$ cat config.mk
export PLATFORM = sky130hd
export DESIGN_NAME = bus_arbiter8
export DESIGN_NICKNAME = d
export VERILOG_FILES = /design/src/rtl/bus_arbiter8.sv
export SDC_FILE = /design/constraint.sdc
export NUM_CORES = 1
export LEC_CHECK = 0
export ABC_CLOCK_PERIOD_IN_PS = 11100
export CORE_AREA = 2 2 116 84
export DETAILED_ROUTE_END_ITERATION = 8
export DIE_AREA = 0 0 118 86
export GPL_ROUTABILITY_DRIVEN = 0
export PLACE_DENSITY = 0.59
export SYNTH_ARGS = -nofsm -noshare
export SYNTH_HDL_FRONTEND = slang
export SYNTH_SLANG_ARGS = --single-unit
$ cat constraint.sdc
create_clock -name clk -period 11.1 [get_ports clk]
set_clock_uncertainty 0.2 [all_clocks]
set_input_delay 1.665 -clock clk [delete_from_list [all_inputs] [get_ports clk]]
set_output_delay 1.665 -clock clk [all_outputs]
set_load 0.005 [all_outputs]
$ cat src/rtl/bus_arbiter8.sv
// Round-robin arbiter for the shared 8:1 result bus.
// It issues a registered one-hot grant and the matching mux select.
// A grant is held until the owner releases it, and a hold-time limit
// forces a release so that no owner can starve the others.
//
// Handshake: iReq[k] is a level request. A grant is issued on the rising
// edge after the request is seen, so there is no combinational path from
// iReq to oGnt. The owner keeps the grant while iReq[o] stays high and
// iDone[o] stays low. The grant is released on the edge where iDone[o]=1,
// iReq[o]=0, or the hold counter reaches TIMEOUT-1. On that same edge the
// next winner is granted, with the releasing unit excluded. iDone bits of
// units that do not own the bus are ignored.
module bus_arbiter8 #(
    parameter int TIMEOUT = 16,
    parameter int CW      = 8
) (
    input  logic       clk,
    input  logic       rst,
    input  logic [7:0] iReq,
    input  logic [7:0] iDone,
    output logic [7:0] oGnt,
    output logic [2:0] oSel,
    output logic       oValid,
    output logic       oTimeout,
    output logic [0:0] oState
);

    localparam logic [0:0] IDLE  = 1'b0;
    localparam logic [0:0] GRANT = 1'b1;

    logic [0:0]    state;
    logic [CW-1:0] holdCnt;
    logic [2:0]    lastPtr;

    logic [3:0] idlePick;
    logic [3:0] relPick;
    logic       ownerDone;
    logic       ownerReq;
    logic       hitLimit;
    logic       relNow;

    // Returns {found, index}. The search starts one past ptr and wraps 7->0,
    // so ptr itself has the lowest priority.
    function automatic logic [3:0] pickNext(input logic [7:0] req, input logic [2:0] ptr);
        logic [3:0] res;
        logic [2:0] idx;
        res = '0;
        for (int i = 1; i <= 8; i++) begin
            idx = ptr + 3'(i);
            if (!res[3] && req[idx]) begin
                res = {1'b1, idx};
            end
        end
        return res;
    endfunction

    // Priority search and release decode for the current owner.
    always_comb begin
        idlePick  = pickNext(iReq, lastPtr);
        relPick   = pickNext(iReq & ~oGnt, oSel);
        ownerDone = iDone[oSel];
        ownerReq  = iReq[oSel];
        hitLimit  = (holdCnt == CW'(TIMEOUT - 1));
        relNow    = (state == GRANT) && (ownerDone || !ownerReq || hitLimit);
    end

    // Grant FSM, hold counter, round-robin pointer and timeout pulse.
    always_ff @(posedge clk or posedge rst) begin
        if (rst) begin
            state    <= IDLE;
            holdCnt  <= '0;
            lastPtr  <= 3'd7;
            oGnt     <= '0;
            oSel     <= '0;
            oValid   <= 1'b0;
            oTimeout <= 1'b0;
        end else begin
            oTimeout <= 1'b0;
            case (state)
                IDLE: begin
                    if (idlePick[3]) begin
                        oGnt    <= 8'b1 << idlePick[2:0];
                        oSel    <= idlePick[2:0];
                        oValid  <= 1'b1;
                        holdCnt <= '0;
                        state   <= GRANT;
                    end
                end
                GRANT: begin
                    if (relNow) begin
                        lastPtr <= oSel;
                        // A pulse is raised only when the limit alone caused the release.
                        oTimeout <= hitLimit && !ownerDone && ownerReq;
                        holdCnt  <= '0;
                        if (relPick[3]) begin
                            oGnt <= 8'b1 << relPick[2:0];
                            oSel <= relPick[2:0];
                        end else begin
                            oGnt   <= '0;
                            oValid <= 1'b0;
                            state  <= IDLE;
                        end
                    end else begin
                        holdCnt <= holdCnt + CW'(1);
                    end
                end
                default: state <= IDLE;
            endcase
        end
    end

    assign oState = state;

endmodule

Word-level counts from Yosys, hierarchy flattened
Cells that the tools add are included.
- bits in latches: 0
- register bits: 25
- word-level logic and storage cells: 160
- bits in writable memories: 0
- bits in read-only memories: 0
- memories: 0
- bits of input ports: 18
- output and inout port bits: 14
- order comparisons: 16
- equality and inequality tests: 5
- $mul: 0
- add/subtract/negate cells: 15
- shift operators: 2
- divide/modulo/power cells: 0
- multiplexer cells: 73
- reductions and logical operators: 39
- bitwise operators: 3
- operators by type and width (kind ; number):
    3-bit by 4-bit less-than comparator with 1-bit output, second input constant ; 16
    4-bit 2-to-1 mux ; 16
    1-bit binary-select mux with 3-bit select ; 18
    8-bit 2-to-1 mux ; 5
    8-bit case mux with 2 select lines ; 2
    1-bit 2-to-1 mux ; 26
    3-bit adder, second input constant ; 8
    1-bit logical AND ; 17
    1-bit logical NOT ; 16
    1-bit by 3-bit left shift with 8-bit output, first input constant ; 2
    3-bit by 2-bit adder with 3-bit output, second input constant ; 4
    3-bit 2-to-1 mux ; 3
    8-bit by 1-bit adder with 8-bit output, second input constant ; 1
    8-bit bitwise AND ; 1
    8-bit by 4-bit equality test with 1-bit output, second input constant ; 1
    8-bit NOT ; 1
    3-bit by 1-bit adder with 3-bit output, second input constant ; 2
    3-bit case mux with 2 select lines ; 1
    3-bit AND reduction ; 2
    2-bit by 1-bit != test with 1-bit output, second input constant ; 2
    2-bit != test, second input constant ; 2
    1-bit case mux with 2 select lines ; 2
    2-bit AND reduction ; 2
    1-bit logical OR ; 2
    1-bit NOT ; 1

Logic depth before layout (Yosys ltp)
Gate-level depths: netlist of run 1.
- depth after elaboration: 30
- gate-level depth with buffers: 16
- gate-level depth less buffers: 10

Worst setup path after synthesis of run 1
OpenSTA, ideal clock, no wires.
- path kind: input port to flip-flop
- from: input port iReq[7]
- to: register oGnt[5]
- stages: 9
- data required time: 10774 ps
- slack: 6674 ps
- setup time: 126 ps
- arrival time: 4099 ps
- path buffers: 1
- cell sequence: buf_6 > nor2b_4 > mux2_4 > mux4_2 > nor3_2 > a222oi_1 > a311oi_4 > nor3_2 > a221o_1
- word-level cells in the longest chain between the ends: 29
- elaborated cells between the ends (all ways): 92
- classes of those cells: eq/ne (2); shift (2); mux (54); bitwise (1); reduce/logical (33)
- RTL lines (item ; RTL line ; RTL):
    start, declared ; 19 ; input logic [7:0] iReq,
    8-bit bitwise AND ; 60 ; relPick = pickNext(iReq & ~oGnt, oSel);
    1-bit binary-select mux with 3-bit select ; 50 ; if (!res[3] && req[idx]) begin
    1-bit 2-to-1 mux (implied by the code) ; 50 ;
    4-bit 2-to-1 mux ; 50 ;
    1-bit logical NOT ; 50 ;
    1-bit logical AND ; 50 ;
    4-bit 2-to-1 mux ; 50 ;
    1-bit logical NOT ; 50 ;
    [... 13 more ...] ; -- ;
    4-bit 2-to-1 mux ; 50 ;
    1-bit logical NOT ; 50 ;
    1-bit logical AND ; 50 ;
    4-bit 2-to-1 mux ; 50 ;
    1-bit by 3-bit left shift with 8-bit output ; 96 ; oGnt <= 8'b1 << relPick[2:0];
    8-bit 2-to-1 mux ; 95 ; if (relPick[3]) begin
    8-bit 2-to-1 mux ; 90 ; if (relNow) begin
    8-bit case mux with 2 select lines ; 79 ; case (state)
    end signal, assigned ; 82 ; oGnt <= 8'b1 << idlePick[2:0];
    end signal, assigned ; 96 ;
    end, declared ; 21 ; output logic [7:0] oGnt,
Parallel ways exist; a longest one is shown, timed or not. The select of a mux whose other input is x is not followed.
A chain may end at the register's enable or synchronous reset.

Worst setup path in the final report of run 1
- from: input port iReq[5]
- to: register oGnt[1]
The elaborated chain is that of the path after synthesis.

==> flow_summary_export.csv, run 1 <==
group,metric,value,unit
logic_synthesis,synthMuxAreaShare,0.301,
detailed_routing,post_drt_wl_per_cell,19.8,µm
logic_synthesis,syn_area,0.00345,mm²
logic_synthesis,async_flop_share,1.00,
detailed_routing,vias_per_cell,6.30,
timing,rsz0062_at_grt,"false",
finish,fin_nets,395,
worst_setup_path,crit_buf_inv,1,
timing,worst_pin_slew,0.977,ns
logic_synthesis,synthXorXnorAreaFrac,0.0225,
worst_setup_path,crit_start,"iReq[5]",
timing,hold_viol,0,
worst_setup_path,r2r-start,"lastPtr[0]",
worst_setup_path,crit_path_max_fanout,10,
logic_synthesis,netlist_instances,357,
clock_tree,clock-sinks,25,
timing,slew_viol_final,0,
worst_setup_path,cp_common_cell,"nor3_2",
clock_tree,cts_made_buffers,3,
logic_synthesis,ys_seq_elements,25,
worst_setup_path,worst-endpoint-arrival,5.04,ns
global_routing,antenna_found_initial,0,
logic_synthesis,synth_edf_count,0,
logic_synthesis,synth-compound-area-share,0.195,
global_routing,first_global_vias,2888,
logic_synthesis,synth-simple-area-share,0.217,
floorplan,die_area,0.0101,mm²
global_routing,grt_pass1_wl,15900,µm
floorplan,dieWidth,118,µm
clock_tree,cts_resized,0,
logic_synthesis,ys_types,87,
worst_setup_path,cp_slowest_cell,"clkdlybuf4s50_1",
clock_tree,cts.reportedPaths.clkPinSlew,0.06,ns
detailed_routing,drc,0,
floorplan,placementRows,29,
global_routing,grt_overflow,0,
flow_run,max-cap-violations,0,
timing,period_minus_slack,5.10,ns
finish,final_common_cell,"nand2_1",
logic_synthesis,synth_fa_ha_area_frac,0.0181,
logic_synthesis,syn_nets,380,
run_status,outcome,"completed",
clock_tree,cts_buffer_depth,2,
worst_setup_path,cp-start-kind,"input pin",
worst_setup_path,worstSetupEndpointType,"flip-flop",
clock_tree,clk_latency,0.26,ns
clock_tree,post_cts_buffers,0,
worst_hold_path,hold_path.class,"reg -> reg",
timing,period_share,0.460,
global_routing,grt_usage,0.193,
placed_design,io_buffers,31,
global_routing,grt_max_degree,26,
timing,fin_tns_setup,0,ns
logic_synthesis,ys_seq_area_frac,0.183,
detailed_routing,dr.first_iter.drc_count,387,
timing,fmax,196,MHz
logic_synthesis,yosys_warnings,0,
detailed_routing,routed_wl,9810,µm
logic_synthesis,synth_top_family_by_area,"multiplexers",
logic_synthesis,post_synth.cell_area_avg,9.66,µm²
floorplan,coreArea,0.00896,mm²
timing,setup_viol,0,
finish,diodes,0,
worst_setup_path,cp_slowest_stage_delay,0.63,ns
clock_tree,cts_root_buf,"clkbuf_16",
floorplan,io_pins,32,
placed_design,post-dp-hpwl,7370,µm
floorplan,initial_core_util,0.385,
worst_hold_path,min-delay-start,"holdCnt[1]",
finish,mostFrequentLayoutCells,"37 x nand2_1, 31 x clkdlybuf4s50_1, 27 x mux2i_1",
worst_setup_path,critPathKind,"in -> reg",
clock_tree,cts_tree,"yes",
detailed_routing,ant_nets,0,
detailed_routing,drt_pass1_iterations,6,
logic_synthesis,synth_ff_type,"dfrtp_1",
clock_tree,ctsHoldBuffers,0,
floorplan,die_h,86,µm
worst_setup_path,crit_family,"compound AO/OA/AOI/OAI gates",
worst_setup_path,cp_cell_sequence,"clkdlybuf4s50_1 > nor2b_4 > mux2_4 > mux4_2 > nor3_2 > a222oi_1 > a311oi_4 > nor3_2 > a221o_1",
finish,drive_gt1_frac,0.173,
finish,syn_to_final_growth,11.5,%
clock_tree,cts_max_level,1,
timing,slew_headroom,0.349,
detailed_routing,vias,3120,
worst_setup_path,critPathRequiredTime,11.04,ns
## area by class of cell
type,instances,area [µm²]
Fill cell,867,5120
Multi-Input combinational cell,294,2600
Sequential cell,25,629
Timing Repair Buffer,32,318
Tap cell,124,155
Clock buffer,4,78.8
Inverter,16,62.6
## worst reg2reg max path: cells and delay by family, from the launching register on
kind,cells,cell delay (ns)
adders and majority gates,1,0.76
buffers and inverters,2,0.46
and+or+nand+nor,4,1.04
AOI/OAI and AO/OA,1,0.32
DFF,1,0.80
muxes,2,0.98
## metrics by stage
stage          instance area [µm²]  hold WS (ns)  setup slack (ns)   util  std cells
3_3_place_gp                  3760         0.288              5.79  0.420        491
5_1_grt                       3840         0.329              5.84  0.429        495
4_1_cts                       3840         0.312              6.05  0.429        495
2_1_floorplan                 3450         0.257              6.67      -        357
6_report                      3840         0.307              6.00  0.429        495
3_5_place_dp                  3760         0.298              5.77  0.420        491
## cells in the mapped netlist (4+ instances only)
library cell   n  area share
a211oi_1       5       0.011
a21o_1         5       0.011
a21oi_1        6      0.0087
a221o_1        4       0.012
and3_1         7       0.013
buf_2         10       0.015
buf_6          7       0.023
dfrtp_1       22        0.16
ha_1           5       0.018
inv_1         13       0.014
mux2_2         8       0.026
mux2i_1       27       0.078
mux4_1         6       0.046
mux4_2        20        0.13
nand2_1       37       0.040
nand2b_1       6       0.011
nand3_1       12       0.017
nor2_1        18       0.020
nor2b_1        7       0.013
nor2b_4        4       0.016
nor3_1         4      0.0058
o211ai_1       8       0.017
o21ai_0       18       0.026
xnor2_1        4       0.010
## registers in the layout, summed over array words and instances, names as in the netlist
register / cells
oGnt: 8
oState: 1
oTimeout: 1
oSel: 3
holdCnt: 8
lastPtr: 3
oValid: 1
## cells by family (layout without fill, tap and decap cells)
kind of cell | after synthesis | in the layout
DFF | 25 | 25
xor gates and xnor gates | 8 | 8
buffers and inverters | 38 | 52
AOI/OAI and AO/OA | 88 | 88
adders and majority gates | 5 | 5
muxes | 65 | 65
and+or+nand+nor | 128 | 128
## final timing paths
path / end / slack, ns / cells past startpoint
worst min-delay path: holdCnt[1] / 0.31 / 2
min in group asynchronous: oGnt[7] / 1.74 / 2
worst min register to register: holdCnt[1] / 0.31 / 2
worst max register to register: oGnt[3] / 6.42 / 10
max in group asynchronous: holdCnt[0] / 8.37 / 2
worst max-delay path: oGnt[1] / 6.00 / 9
## layer usage
layer / part of all wire / vias up / global-route usage
li1: - / 1440 / -
met3: 0.10 / 6 / 0.0412
met4: 0.0047 / 0 / 0.0175
met2: 0.39 / 162 / 0.269
met5: 0 / - / 0
met1: 0.51 / 1512 / 0.310
Power of run 1 is not shown: default switching activity piles up to over one toggle a cycle in this logic, so the estimate is an artifact.
==> run 2, diff against run 1 <==
--- a/config.mk
+++ b/config.mk
@@ -5,12 +5,12 @@
 export SDC_FILE = /design/constraint.sdc
 export NUM_CORES = 1
 export LEC_CHECK = 0
-export ABC_CLOCK_PERIOD_IN_PS = 11100
+export ABC_CLOCK_PERIOD_IN_PS = 4510
 export CORE_AREA = 2 2 116 84
 export DETAILED_ROUTE_END_ITERATION = 8
 export DIE_AREA = 0 0 118 86
 export GPL_ROUTABILITY_DRIVEN = 0
-export PLACE_DENSITY = 0.59
+export PLACE_DENSITY = 0.61
 export SYNTH_ARGS = -nofsm -noshare
 export SYNTH_HDL_FRONTEND = slang
 export SYNTH_SLANG_ARGS = --single-unit
==> constraint.sdc (replaced) <==
create_clock -name clk -period 4.51 [get_ports clk]
set_clock_uncertainty 0.2 [all_clocks]
set_input_delay 0.6765 -clock clk [delete_from_list [all_inputs] [get_ports clk]]
set_output_delay 0.6765 -clock clk [all_outputs]
set_load 0.005 [all_outputs]
==> run 2 against run 1 <==
- via count up 2.2%
- worst setup slack got worse by 5.6 ns
- first-iteration DRC count fell by 34%
- clock-buffer cell count stayed put
- die area stayed put
- sequential cell count did not move
- critical path depth stayed put
- utilization rose by 1.1 points
- non-clock buffer count grew 13
- final cell count grew 2.6%
- worst hold slack better by 0.0076 ns
- sequential share of layout area decreased by 0.41 points
- critical path type unchanged
==> flow_summary_export.csv, run 2 (synthesized netlist as in run 1, its figures left out) <==
group,metric,value,unit
run_status,outcome,"completed",
floorplan,io_pins,32,
finish,drive_gt1_frac,0.201,
finish,fin_nets,408,
global_routing,grt_usage,0.201,
global_routing,grt_pass1_wl,16400,µm
global_routing,busiest_layer,"met1",
flow_run,max-cap-violations,0,
finish,reg_top3,"holdCnt: 8 flops, oGnt: 8 flops",
detailed_routing,vias_per_cell,6.28,
global_routing,grt_overflow,0,
finish,nFillCells,886,
timing,hold_viol,0,
placed_design,io_buffers,31,
floorplan,coreArea,0.00896,mm²
timing,setup_viol,0,
clock_tree,cts_made_buffers,3,
worst_setup_path,cp-start-kind,"input pin",
floorplan,placementRows,29,
clock_tree,cts_tree,"yes",
floorplan,initial_core_util,0.385,
timing,fmax,242,MHz
detailed_routing,dr.first_iter.drc_count,254,
floorplan,die_area,0.0101,mm²
finish,syn_to_final_growth,14.3,%
timing,slew_headroom,0.353,
worst_hold_path,hold_path.class,"reg -> reg",
finish,register_area,629,µm²
floorplan,dieWidth,118,µm
detailed_routing,vias,3188,
worst_setup_path,cp_slowest_stage_delay,0.58,ns
clock_tree,cts.reportedPaths.clkPinSlew,0.06,ns
timing,fin_tns_setup,0,ns
worst_setup_path,worst-endpoint-arrival,4.08,ns
clock_tree,clk_latency,0.26,ns
clock_tree,cts_root_buf,"clkbuf_16",
clock_tree,cts_resized,0,
worst_setup_path,critPathKind,"in -> reg",
finish,multi_input_area,0.00260,mm²
detailed_routing,ant_nets,0,
clock_tree,post_cts_buffers,0,
placed_design,post-dp-hpwl,7730,µm
worst_setup_path,cp_slowest_cell,"clkdlybuf4s50_1",
clock_tree,cts_max_level,1,
worst_setup_path,critPathRequiredTime,4.45,ns
worst_setup_path,cp_cell_sequence,"clkdlybuf4s50_1 > nor2b_4 > mux2_4 > mux4_2 > a2111oi_0 > a222oi_1 > a311oi_4 > nor3_2 > a221o_1",
clock_tree,cts_buffer_depth,2,
timing,slew_viol_final,0,
clock_tree,clock-sinks,25,
timing,worst_pin_slew,0.970,ns
detailed_routing,drt_pass1_iterations,5,
floorplan,die_h,86,µm
timing,rsz0062_at_grt,"false",
timing,period_share,0.917,
global_routing,grt_max_degree,26,
timing,period_minus_slack,4.14,ns
detailed_routing,drc,0,
finish,final_common_cell,"nand2_1",
worst_setup_path,worstSetupEndpointType,"flip-flop",
clock_tree,ctsHoldBuffers,0,
global_routing,grtUsageMet1,0.319,
finish,diodes,0,
finish,mostFrequentLayoutCells,"37 x nand2_1, 31 x clkdlybuf4s50_1, 27 x mux2i_1",
worst_setup_path,crit_path_max_fanout,10,
global_routing,use_met2,0.283,
global_routing,use_met3,0.0452,
global_routing,antenna_found_initial,0,
detailed_routing,routed_wl,10100,µm
detailed_routing,post_drt_wl_per_cell,19.9,µm
global_routing,first_global_vias,3023,
run 2: cell types whose count changed in the layout (fill, tap and decap cells not counted):
cell / delta
buf_4: +13
run 2: path summary, 6_finish.rpt:
| kind | from | end | slack [ns] | cells after the start |
|---|---|---|---|---|
| setup / recovery | iReq[7] | oGnt[5] | 0.37 | 9 |
| min in group asynchronous | rst | holdCnt[7] | 0.73 | 2 |
| hold / removal | holdCnt[2] | holdCnt[2] | 0.31 | 1 |
| max in group asynchronous | rst | oGnt[6] | 2.78 | 2 |
| hold reg to reg | holdCnt[2] | holdCnt[2] | 0.31 | 1 |
| setup reg to reg | lastPtr[0] | oGnt[2] | 0.61 | 11 |
run 2: through the flow:
step | hold slack, ns | utilization | cells | setup slack, ns | area (µm²)
after floorplan | 0.257 | - | 357 | 0.481 | 3450
final | 0.315 | 0.440 | 508 | 0.373 | 3940
after detailed placement | 0.315 | 0.431 | 504 | 0.117 | 3860
after global placement | 0.295 | 0.431 | 504 | 0.320 | 3860
after global routing | 0.336 | 0.440 | 508 | 0.192 | 3940
after CTS | 0.317 | 0.440 | 508 | 0.378 | 3940
run 2: critical path, delay by kind of cell:
kind                   cells  cell delay, ns
AOI/OAI and AO/OA          4            1.63
buffers and inverters      1            0.58
muxes                      2            0.85
and+or+nand+nor            2            0.34
run 2: final cells by class:
cell class | count | area share
Multi-Input combinational cell | 294 | 0.660
Sequential cell | 25 | 0.160
Inverter | 16 | 0.0159
Tap cell | 124 | 0.0394
Clock buffer | 4 | 0.0200
Timing Repair Buffer | 45 | 0.105
run 2: routing by layer:
metal / routed length, µm / part of all wire / vias up
met2: 4000 / 0.40 / 196
met3: 1140 / 0.11 / 8
met4: 53 / 0.0052 / 0
met1: 4910 / 0.49 / 1531
li1: - / - / 1453
met5: 0 / 0 / -
Power of run 2 is left out for the same reason.
==> run 3, diff against run 2 <==
==> config.mk (replaced) <==
export PLATFORM = sky130hd
export DESIGN_NAME = bus_arbiter8
export DESIGN_NICKNAME = d
export VERILOG_FILES = /design/src/rtl/bus_arbiter8.sv
export SDC_FILE = /design/constraint.sdc
export NUM_CORES = 1
export LEC_CHECK = 0
export CORE_AREA = 2 2 99 72
export DETAILED_ROUTE_END_ITERATION = 8
export DIE_AREA = 0 0 101 74
export GPL_ROUTABILITY_DRIVEN = 0
export PLACE_DENSITY = 0.8
export SYNTH_ARGS = -nofsm -noshare
export SYNTH_HDL_FRONTEND = slang
export SYNTH_SLANG_ARGS = --single-unit
==> run 3 against run 2 <==
- sequential cell count stayed put
- die area fell by 26%
- final cell count decreased by 8.5%
- clock-buffer cell count down 1
- first-iteration DRC count grew 43%
- non-clock buffer count did not move
- routed wire length fell by 7.2%
- via count rose by 1.8%
- utilization is 15 points higher
- sequential share of layout area increased by 0.36 points
- critical endpoint unchanged
==> flow_summary_export.csv, run 3 (synthesized netlist as in run 1, its figures left out) <==
group,metric,value,unit
placed_design,post-dp-hpwl,7190,µm
clock_tree,cts_tree,"yes",
global_routing,antenna_found_initial,0,
timing,slew_viol_final,0,
floorplan,die_h,74,µm
detailed_routing,routed_wl,9380,µm
global_routing,busiest_layer,"met1",
floorplan,dieWidth,101,µm
run_status,outcome,"completed",
detailed_routing,vias,3245,
timing,fmax,248,MHz
worst_setup_path,crit_family,"compound AO/OA/AOI/OAI gates",
placed_design,dp_slack,0.235,ns
floorplan,initial_core_util,0.525,
timing,period_minus_slack,4.04,ns
timing,period_share,0.896,
floorplan,placementRows,25,
timing,hold_viol,0,
worst_setup_path,ff2ff_setup_slack,0.59,ns
finish,nFillCells,550,
timing,worst_pin_slew,0.927,ns
clock_tree,ctsHoldBuffers,0,
worst_setup_path,worst-endpoint-arrival,4.00,ns
timing,whs,0.306,ns
worst_setup_path,cp_slowest_cell,"clkdlybuf4s50_1",
worst_hold_path,hold_path.class,"reg -> reg",
worst_setup_path,r2r_cells,9,
finish,drive_gt1_frac,0.203,
floorplan,io_pins,32,
timing,setup_viol,0,
timing,rsz0062_at_grt,"false",
placed_design,dp.cells,461,
finish,diodes,0,
worst_setup_path,critPathKind,"in -> reg",
global_routing,first_global_vias,2950,
finish,fin_nets,408,
flow_run,max-cap-violations,0,
global_routing,grt_usage,0.259,
finish,mostFrequentLayoutCells,"37 x nand2_1, 31 x clkdlybuf4s50_1, 27 x mux2i_1",
timing,slew_headroom,0.381,
clock_tree,cts_root_buf,"clkbuf_8",
floorplan,coreArea,0.00657,mm²
placed_design,io_buffers,31,
clock_tree,post_cts_buffers,0,
global_routing,use_met3,0.0536,
finish,syn_to_final_growth,11.8,%
detailed_routing,vias_per_cell,6.98,
clock_tree,cts_max_level,1,
clock_tree,cts_buffer_depth,2,
detailed_routing,ant_nets,0,
clock_tree,cts_resized,0,
detailed_routing,drt_pass1_iterations,7,
timing,fin_tns_setup,0,ns
finish,reg_top3,"holdCnt: 8 flops, oGnt: 8 flops",
finish,final_common_cell,"nand2_1",
clock_tree,clk_latency,0.27,ns
worst_setup_path,cp_cell_sequence,"clkdlybuf4s50_1 > nor2b_1 > mux4_2 > mux2_2 > o41ai_1 > nand3_1 > a311oi_4 > nor3_2 > a221o_1",
worst_setup_path,r2r-start,"oSel[0]",
global_routing,grt_overflow,0,
global_routing,use_met2,0.390,
worst_hold_path,min-delay-start,"holdCnt[1]",
worst_setup_path,crit_buf_inv,1,
detailed_routing,dr.first_iter.drc_count,364,
global_routing,grtUsageMet1,0.398,
worst_setup_path,cp_slowest_stage_delay,0.61,ns
worst_setup_path,r2r-end,"oGnt[5]",
worst_setup_path,worstSetupEndpointType,"flip-flop",
finish,stdcell_count,465,
detailed_routing,drc,0,
timing,layout_setup_ws,0.471,ns
worst_setup_path,critPathRequiredTime,4.47,ns
global_routing,grt_pass1_wl,15300,µm
worst_setup_path,crit_path_max_fanout,11,
worst_setup_path,cp-start-kind,"input pin",
worst_hold_path,whs_endpoint,"holdCnt[1]",
floorplan,die_area,0.00747,mm²
clock_tree,clock-sinks,25,
detailed_routing,post_drt_wl_per_cell,20.2,µm
clock_tree,cts.reportedPaths.clkPinSlew,0.09,ns
clock_tree,cts_made_buffers,3,
worst_hold_path,whs_path_depth,2,
global_routing,grt_max_degree,26,
## run 3: worst reg2reg max path, cell delays in order, from the launching register on
cell and delay [ns]:
dfrtp_1 0.39, buf_4 0.31, ha_1 0.25, xor2_2 0.39
mux4_1 0.71, o41ai_1 0.50, nand3_1 0.20, a311oi_4 0.42
nor3_2 0.11, a221o_1 0.34
## run 3: per-stage QoR
step	area, µm²	util
4_1_cts	3850	0.587
3_5_place_dp	3810	0.580
2_1_floorplan	3450	-
6_report	3850	0.587
5_1_grt	3850	0.587
3_3_place_gp	3810	0.580
## run 3: layout make-up
cell class,count,area (µm²),share of cell area
clock buffer,3,41.3,0.0107
clock inverter,1,5.00,0.00130
inverter,16,62.6,0.0162
multi-input combinational,294,2600,0.674
sequential,25,629,0.163
tap,81,101,0.0263
timing repair buffer,45,415,0.108
## run 3: worst max-delay path by stage
stage,from,to,slack (ns),depth (start not counted)
2_1_floorplan,lastPtr[1],oGnt[3],0.48,13
3_3_place_gp,iReq[3],oGnt[5],0.37,9
3_5_place_dp,iReq[3],oGnt[5],0.24,9
4_1_cts,iReq[3],oGnt[5],0.51,9
5_1_grt,iReq[5],oGnt[5],0.33,9
6_report,iReq[3],oGnt[5],0.47,9
## run 3: per-layer routing
layer / share of wire / routed length (µm) / up-vias
met1: 0.45 / 4210 / 1553
met2: 0.42 / 3960 / 226
li1: - / - / 1458
met3: 0.12 / 1130 / 8
met4: 0.0081 / 76 / 0
met5: 0 / 0 / -
Power of run 3 is left out for the same reason.
